**config.mk**
```make
export PLATFORM = sky130hd
export DESIGN_NAME = mpu6050_init_sequencer_flat
export DESIGN_NICKNAME = d
export VERILOG_FILES = /design/src/rtl/mpu6050_init_sequencer_if.sv /design/src/rtl/mpu6050_init_sequencer.sv /design/src/flat_wrapper.sv
export SDC_FILE = /design/constraint.sdc
export NUM_CORES = 1
export LEC_CHECK = 0
export ABC_CLOCK_PERIOD_IN_PS = 3280
export CAP_MARGIN = 20
export CORE_ASPECT_RATIO = 2
export CORE_UTILIZATION = 65
export CTS_BUF_LIST = sky130_fd_sc_hd__clkbuf_4
export DETAILED_ROUTE_END_ITERATION = 8
export DONT_BUFFER_PORTS = 1
export GPL_ROUTABILITY_DRIVEN = 0
export PLACE_DENSITY = 0.81
export SETUP_SLACK_MARGIN = 0.3
export SYNTH_ARGS = -nofsm -noshare
export SYNTH_HDL_FRONTEND = slang
export SYNTH_SLANG_ARGS = --single-unit
export TNS_END_PERCENT = 10
```
**constraint.sdc**
```tcl
create_clock -name clk -period 3.28 [get_ports clk]
set_clock_uncertainty 0.2 [all_clocks]
set_input_delay 0.656 -clock clk [delete_from_list [all_inputs] [get_ports clk]]
set_output_delay 0.656 -clock clk [all_outputs]
set_load 0.05 [all_outputs]
```
**src/rtl/mpu6050_init_sequencer_if.sv**
```systemverilog
// Signal bundle between the MPU6050 init sequencer and its environment
// (start logic, power-on delay block, I2C master, attitude-solver status).
interface mpu6050_init_sequencer_if;
  logic       start;
  logic       pwr_delay_req;
  logic       pwr_delay_done;
  logic       wr_req;
  logic [7:0] wr_reg;
  logic [7:0] wr_data;
  logic       wr_ack;
  logic       rd_req;
  logic       rd_ack;
  logic       i2c_err;
  logic       sample_tick;
  logic       init_done;
  logic       init_err;
  logic [2:0] state_o;

  // Handshake: wr_req/rd_req are levels held (payload stable) until wr_ack/rd_ack,
  // i2c_err or timeout; ack/err are single-cycle pulses, only honoured while the
  // matching request is high. A request always drops for >=1 cycle between attempts.
  modport master (
    input  start, pwr_delay_done, wr_ack, rd_ack, i2c_err,
    output pwr_delay_req, wr_req, wr_reg, wr_data, rd_req,
    output sample_tick, init_done, init_err, state_o
  );

  modport slave (
    output start, pwr_delay_done, wr_ack, rd_ack, i2c_err,
    input  pwr_delay_req, wr_req, wr_reg, wr_data, rd_req,
    input  sample_tick, init_done, init_err, state_o
  );
endinterface

```
**src/rtl/mpu6050_init_sequencer.sv**
```systemverilog
// Brings the MPU6050 out of power-on: waits for the power delay, writes the
// configuration table over I2C with retries, then launches periodic burst reads.
module mpu6050_init_sequencer #(
  parameter int unsigned SAMPLE_PERIOD = 100000,
  parameter int unsigned ACK_TIMEOUT   = 1000000,
  parameter int unsigned MAX_RETRY     = 3,
  parameter int unsigned TIMER_W       = 32
) (
  input logic                       clk,
  input logic                       rst,
  mpu6050_init_sequencer_if.master  bus
);

  typedef enum logic [2:0] {
    ST_IDLE      = 3'd0,
    ST_PWR_WAIT  = 3'd1,
    ST_CFG_ISSUE = 3'd2,
    ST_CFG_WAIT  = 3'd3,
    ST_RUN       = 3'd4,
    ST_RD_WAIT   = 3'd5,
    ST_ERROR     = 3'd6
  } state_t;

  localparam int RETRY_W = (MAX_RETRY > 0) ? $clog2(MAX_RETRY + 1) : 1;
  localparam logic [RETRY_W-1:0] RETRY_LIMIT = RETRY_W'(MAX_RETRY);
  localparam logic [TIMER_W-1:0] ACK_LAST    = TIMER_W'(ACK_TIMEOUT - 1);
  localparam logic [TIMER_W-1:0] PERIOD_LAST = TIMER_W'(SAMPLE_PERIOD - 1);
  localparam logic [2:0]         LAST_IDX    = 3'd4;

  state_t               state;
  logic [TIMER_W-1:0]   timer;
  logic [RETRY_W-1:0]   retry;
  logic [2:0]           idx;
  logic                 pwr_req_q;
  logic                 wr_req_q;
  logic                 rd_req_q;
  logic                 tick_q;
  logic                 done_q;
  logic                 err_q;
  logic [7:0]           wr_reg_q;
  logic [7:0]           wr_data_q;
  logic                 ack_timeout;
  logic                 can_retry;

  // {register address, data} for each configuration write, issued in index order.
  function automatic logic [15:0] cfg_entry(input logic [2:0] i);
    case (i)
      3'd0:    return 16'h6B00;
      3'd1:    return 16'h1907;
      3'd2:    return 16'h1A06;
      3'd3:    return 16'h1B18;
      3'd4:    return 16'h1C01;
      default: return 16'h0000;
    endcase
  endfunction

  function automatic logic [TIMER_W-1:0] timer_inc(input logic [TIMER_W-1:0] t);
    return (&t) ? t : t + TIMER_W'(1);
  endfunction

  assign ack_timeout = (timer == ACK_LAST);
  assign can_retry   = (retry < RETRY_LIMIT);

  always_ff @(posedge clk) begin
    if (rst) begin
      state     <= ST_IDLE;
      timer     <= '0;
      retry     <= '0;
      idx       <= '0;
      pwr_req_q <= 1'b0;
      wr_req_q  <= 1'b0;
      rd_req_q  <= 1'b0;
      tick_q    <= 1'b0;
      done_q    <= 1'b0;
      err_q     <= 1'b0;
      wr_reg_q  <= '0;
      wr_data_q <= '0;
    end else begin
      tick_q <= 1'b0;
      case (state)
        ST_IDLE: begin
          if (bus.start) begin
            state     <= ST_PWR_WAIT;
            pwr_req_q <= 1'b1;
            idx       <= '0;
            retry     <= '0;
          end
        end

        ST_PWR_WAIT: begin
          if (bus.pwr_delay_done) begin
            state     <= ST_CFG_ISSUE;
            pwr_req_q <= 1'b0;
          end
        end

        ST_CFG_ISSUE: begin
          {wr_reg_q, wr_data_q} <= cfg_entry(idx);
          wr_req_q <= 1'b1;
          timer    <= '0;
          state    <= ST_CFG_WAIT;
        end

        ST_CFG_WAIT: begin
          if (bus.wr_ack) begin
            // Ack beats a coincident i2c_err: the write did land.
            wr_req_q <= 1'b0;
            retry    <= '0;
            if (idx == LAST_IDX) begin
              state  <= ST_RUN;
              timer  <= '0;
              done_q <= 1'b1;
            end else begin
              idx   <= idx + 3'd1;
              state <= ST_CFG_ISSUE;
            end
          end else if (bus.i2c_err || ack_timeout) begin
            wr_req_q <= 1'b0;
            if (can_retry) begin
              retry <= retry + RETRY_W'(1);
              state <= ST_CFG_ISSUE;
            end else begin
              state <= ST_ERROR;
              err_q <= 1'b1;
            end
          end else begin
            timer <= timer_inc(timer);
          end
        end

        ST_RUN: begin
          if (timer == PERIOD_LAST) begin
            rd_req_q <= 1'b1;
            timer    <= '0;
            state    <= ST_RD_WAIT;
          end else begin
            timer <= timer_inc(timer);
          end
        end

        ST_RD_WAIT: begin
          if (!rd_req_q) begin
            // Gap cycle after a failed attempt: relaunch the same read.
            rd_req_q <= 1'b1;
            timer    <= '0;
          end else if (bus.rd_ack) begin
            tick_q   <= 1'b1;
            rd_req_q <= 1'b0;
            retry    <= '0;
            timer    <= TIMER_W'(1);
            state    <= ST_RUN;
          end else if (bus.i2c_err || ack_timeout) begin
            rd_req_q <= 1'b0;
            timer    <= '0;
            if (can_retry) begin
              retry <= retry + RETRY_W'(1);
            end else begin
              state  <= ST_ERROR;
              done_q <= 1'b0;
              err_q  <= 1'b1;
            end
          end else begin
            timer <= timer_inc(timer);
          end
        end

        ST_ERROR: begin
          pwr_req_q <= 1'b0;
          wr_req_q  <= 1'b0;
          rd_req_q  <= 1'b0;
          done_q    <= 1'b0;
          err_q     <= 1'b1;
        end

        default: begin
          state <= ST_IDLE;
        end
      endcase
    end
  end

  assign bus.pwr_delay_req = pwr_req_q;
  assign bus.wr_req        = wr_req_q;
  assign bus.wr_reg        = wr_reg_q;
  assign bus.wr_data       = wr_data_q;
  assign bus.rd_req        = rd_req_q;
  assign bus.sample_tick   = tick_q;
  assign bus.init_done     = done_q;
  assign bus.init_err      = err_q;
  assign bus.state_o       = state;

endmodule

```
**src/flat_wrapper.sv**
```systemverilog
// flat-port wrapper written by rule: the top's interface ports become plain ports
module mpu6050_init_sequencer_flat 
#(
  parameter int unsigned SAMPLE_PERIOD = 100000,
  parameter int unsigned ACK_TIMEOUT   = 1000000,
  parameter int unsigned MAX_RETRY     = 3,
  parameter int unsigned TIMER_W       = 32
)
  (clk, rst, bus_start, bus_pwr_delay_done, bus_wr_ack, bus_rd_ack, bus_i2c_err, bus_pwr_delay_req, bus_wr_req, bus_wr_reg, bus_wr_data, bus_rd_req, bus_sample_tick, bus_init_done, bus_init_err, bus_state_o);
  mpu6050_init_sequencer_if bus_i ();
  input logic clk;
  input logic rst;
  input wire logic [$bits(bus_i.start)-1:0] bus_start;
  input wire logic [$bits(bus_i.pwr_delay_done)-1:0] bus_pwr_delay_done;
  input wire logic [$bits(bus_i.wr_ack)-1:0] bus_wr_ack;
  input wire logic [$bits(bus_i.rd_ack)-1:0] bus_rd_ack;
  input wire logic [$bits(bus_i.i2c_err)-1:0] bus_i2c_err;
  output wire logic [$bits(bus_i.pwr_delay_req)-1:0] bus_pwr_delay_req;
  output wire logic [$bits(bus_i.wr_req)-1:0] bus_wr_req;
  output wire logic [$bits(bus_i.wr_reg)-1:0] bus_wr_reg;
  output wire logic [$bits(bus_i.wr_data)-1:0] bus_wr_data;
  output wire logic [$bits(bus_i.rd_req)-1:0] bus_rd_req;
  output wire logic [$bits(bus_i.sample_tick)-1:0] bus_sample_tick;
  output wire logic [$bits(bus_i.init_done)-1:0] bus_init_done;
  output wire logic [$bits(bus_i.init_err)-1:0] bus_init_err;
  output wire logic [$bits(bus_i.state_o)-1:0] bus_state_o;
  assign bus_i.start = bus_start;
  assign bus_i.pwr_delay_done = bus_pwr_delay_done;
  assign bus_i.wr_ack = bus_wr_ack;
  assign bus_i.rd_ack = bus_rd_ack;
  assign bus_i.i2c_err = bus_i2c_err;
  assign bus_pwr_delay_req = bus_i.pwr_delay_req;
  assign bus_wr_req = bus_i.wr_req;
  assign bus_wr_reg = bus_i.wr_reg;
  assign bus_wr_data = bus_i.wr_data;
  assign bus_rd_req = bus_i.rd_req;
  assign bus_sample_tick = bus_i.sample_tick;
  assign bus_init_done = bus_i.init_done;
  assign bus_init_err = bus_i.init_err;
  assign bus_state_o = bus_i.state_o;
  mpu6050_init_sequencer #(.SAMPLE_PERIOD(SAMPLE_PERIOD), .ACK_TIMEOUT(ACK_TIMEOUT), .MAX_RETRY(MAX_RETRY), .TIMER_W(TIMER_W)) u_core (.clk(clk), .rst(rst), .bus(bus_i));
endmodule
```
==> impl_metrics.toml <==
[status]
status = "finished, final reports clean"

[synth]
syn_area_mm2 = 0.00320
synthArstFlopShare_pct = 0
ys_seq_area_share_pct = 34.4
synth.avg_cell_area_um2 = 7.79
yosys_most_used_dff = "dfxtp_1"
ys_warn_count = 0
syn_inst = 411
ys_types = 62
ys_seq_elements = 55
synth-edff-count = 0

[sta]
grt_setup_unrepaired = "true"
totalNegativeSetupSlack_ns = 0
fmax_mhz = 350
final.period_utilization_pct = 87.1
drv_slew = 0
finalCriticalPeriod_ns = 2.86
worst_pin_slew_ns = 0.964
hold_viol = 0
setup_violations = 0
maxSlewHeadroom_pct = 35.6
whs_ns = 0.110

[power_and_ir_drop]
power.density_mw_per_mm2 = 429
leakage_nw = 1.04
switchingPower_mw = 0.522
clkPwrFrac_pct = 22.6
p_comb_share_pct = 21.5
swShare_pct = 37.7
peakVddDrop_v = 0.000323
p_seq_share_pct = 55.9
p_int_mw = 0.864

[clock_network]
cts.htree.levels = 2
cts_hold_buf = 0
cts_made_buffers = 5
root_buffer = "clkbuf_4"
cts_buffer_depth = 2
clk_pin_slew_worst_paths_ns = 0.17
cts.sinks = 55
cts.repair.resized = 0
insertion_delay_ns = 0.38
cts_tree = "done"

[worst_hold_path]
min_delay_path_depth = 1
worstHoldEndpoint = "u_core.bus.wr_data[0]"
hp-start = "rst"
hold_class = "primary input to flip-flop"

[global_routing]
grt_start_max_net_pins = 54
grt_pass1_vias = 2801
antenna_found_initial = 0
grt_pass1_wl_um = 12000
grt.overflow.total = 0
grtUsageTotal_pct = 29.7

[drt]
route.vias.total = 2983
drt-initial-drc-count = 73
first_pass_iters = 4
routed_wl_um = 7450
vias_per_cell = 6.56
ant_nets = 0
routedWlPerCell_um = 16.4
drc = 0

[setup_path]
crit_path_end_kind = "flip-flop"
worstPathArrival_ns = 2.98
cp.required_ns = 3.41
timing.rr.end = "u_core.timer[5]"
r2r_slack_ns = 0.42
reg2reg_from = "u_core.timer[31]"
start_kind = "flip-flop"
crit_type = "flip-flop to flip-flop"
cp_max_fo = 26
r2r_cells = 6

[place]
portBuffers = 0
hpwlAfterDp_um = 5350

[finish]
area_growth_pct = 0.821
final_cell_mix = "55 x dfxtp_1, 48 x a21oi_1, 38 x nand2_1, 33 x nor2_1, 21 x nand3_1"
final_layout_size_suffix_gt1_share_pct = 8.25
layout.nets = 412
largest_reg_flops = 32
layout_commonest_cell = "dfxtp_1"
num_antenna_cells = 0

[floorplanning]
initial_core_util_pct = 68.3
dieHeight_um = 101
ios = 32
core_area_mm2 = 0.00469
dieWidth_um = 51.6
num_rows = 35
dieArea_mm2 = 0.00523

[flow_run]
maxCapViolCount = 0
timing repair:
action,CTS,global route
hold endpoints to repair,0,0
setup endpoints to repair,0,3
buffers inserted,0,0
kinds of logic after synthesis:
kind of cell | after synthesis | synth area share [%]
flip-flops | 55 | 34.4
adder cells (fa/ha/maj) | 6 | 2.34
AO/OA/AOI/OAI | 116 | 22.5
other | 1 | 0.117
XOR/XNOR | 1 | 0.274
multiplexers | 1 | 0.313
buffers and inverters | 48 | 8.13
AND/OR/NAND/NOR | 183 | 32.0
final cells by class:
type                            count  area, µm²
Clock buffer                        5       37.5
Clock inverter                      3       22.5
Fill cell                         415       1460
Inverter                           17       63.8
Multi-Input combinational cell    312       1860
Sequential cell                    55       1100
Tap cell                           55       68.8
Timing Repair Buffer                8       72.6
stage by stage:
step / area (µm²) / util (%) / setup WS (ns) / total power [mW] / cells
2_1_floorplan: 3210 / - / 0.493 / 1.05 / 414
3_3_place_gp: 3160 / 67.4 / 0.607 / 1.07 / 446
3_5_place_dp: 3160 / 67.4 / 0.566 / 1.07 / 446
4_1_cts: 3220 / 68.7 / 0.515 / 1.38 / 454
5_1_grt: 3230 / 68.9 / 0.283 / 1.45 / 455
6_report: 3230 / 68.9 / 0.423 / 1.39 / 455
cell usage after synthesis, types with 4 or more instances:
library cell | n | area share (%)
or4_1 | 18 | 4.2
nand4_1 | 13 | 2.5
and3_1 | 5 | 0.98
nand3_1 | 21 | 3.3
o21ai_1 | 10 | 1.6
ha_1 | 6 | 2.3
clkbuf_1 | 8 | 0.94
buf_4 | 11 | 2.6
a21oi_1 | 48 | 7.5
nand2_1 | 38 | 4.5
buf_2 | 6 | 0.94
dfxtp_1 | 55 | 34
or3_1 | 11 | 2.1
o31ai_1 | 20 | 4.7
nor3_1 | 9 | 1.4
nor2_1 | 33 | 3.9
o21ai_0 | 10 | 1.6
a31oi_1 | 6 | 1.2
buf_6 | 4 | 1.4
a211oi_1 | 4 | 0.94
inv_1 | 17 | 2.0
power by group through the flow:
stage	logic, mW	clock network, mW	registers (mW)
floorplan	0.256	0	0.795
global placement	0.280	0	0.789
detailed placement	0.285	0	0.790
CTS	0.286	0.318	0.775
global route	0.325	0.343	0.780
finish	0.297	0.313	0.775
critical path, cell delays in order, from the launching register on:
cell and delay [ns]:
dfxtp_1 0.37, nor4_1 0.51, nand4_1 0.29, or4_4 0.63
nand3_2 0.44, o21ai_0 0.19, a31oi_1 0.18
how the worst max path moves through the flow:
stage,start,endpoint,cells after the start
floorplan,u_core.bus.state_o[1],u_core.timer[2],8
global placement,bus_wr_ack,u_core.timer[5],5
detailed placement,bus_wr_ack,u_core.timer[5],5
CTS,u_core.idx[0],u_core.timer[14],8
global route,u_core.timer[31],u_core.timer[5],6
finish,u_core.timer[31],u_core.timer[5],6
per-layer routing:
| layer | vias to the layer above | wire [µm] | GRT usage [%] |
|---|---|---|---|
| met3 | 16 | 270 | 4.20 |
| met5 | - | 0 | 0 |
| met4 | 0 | 195 | 14.6 |
| met2 | 69 | 4180 | 55.8 |
| met1 | 1403 | 2800 | 30.5 |
| li1 | 1495 | - | - |
No activity file was read; power rests on OpenSTA's default activity.
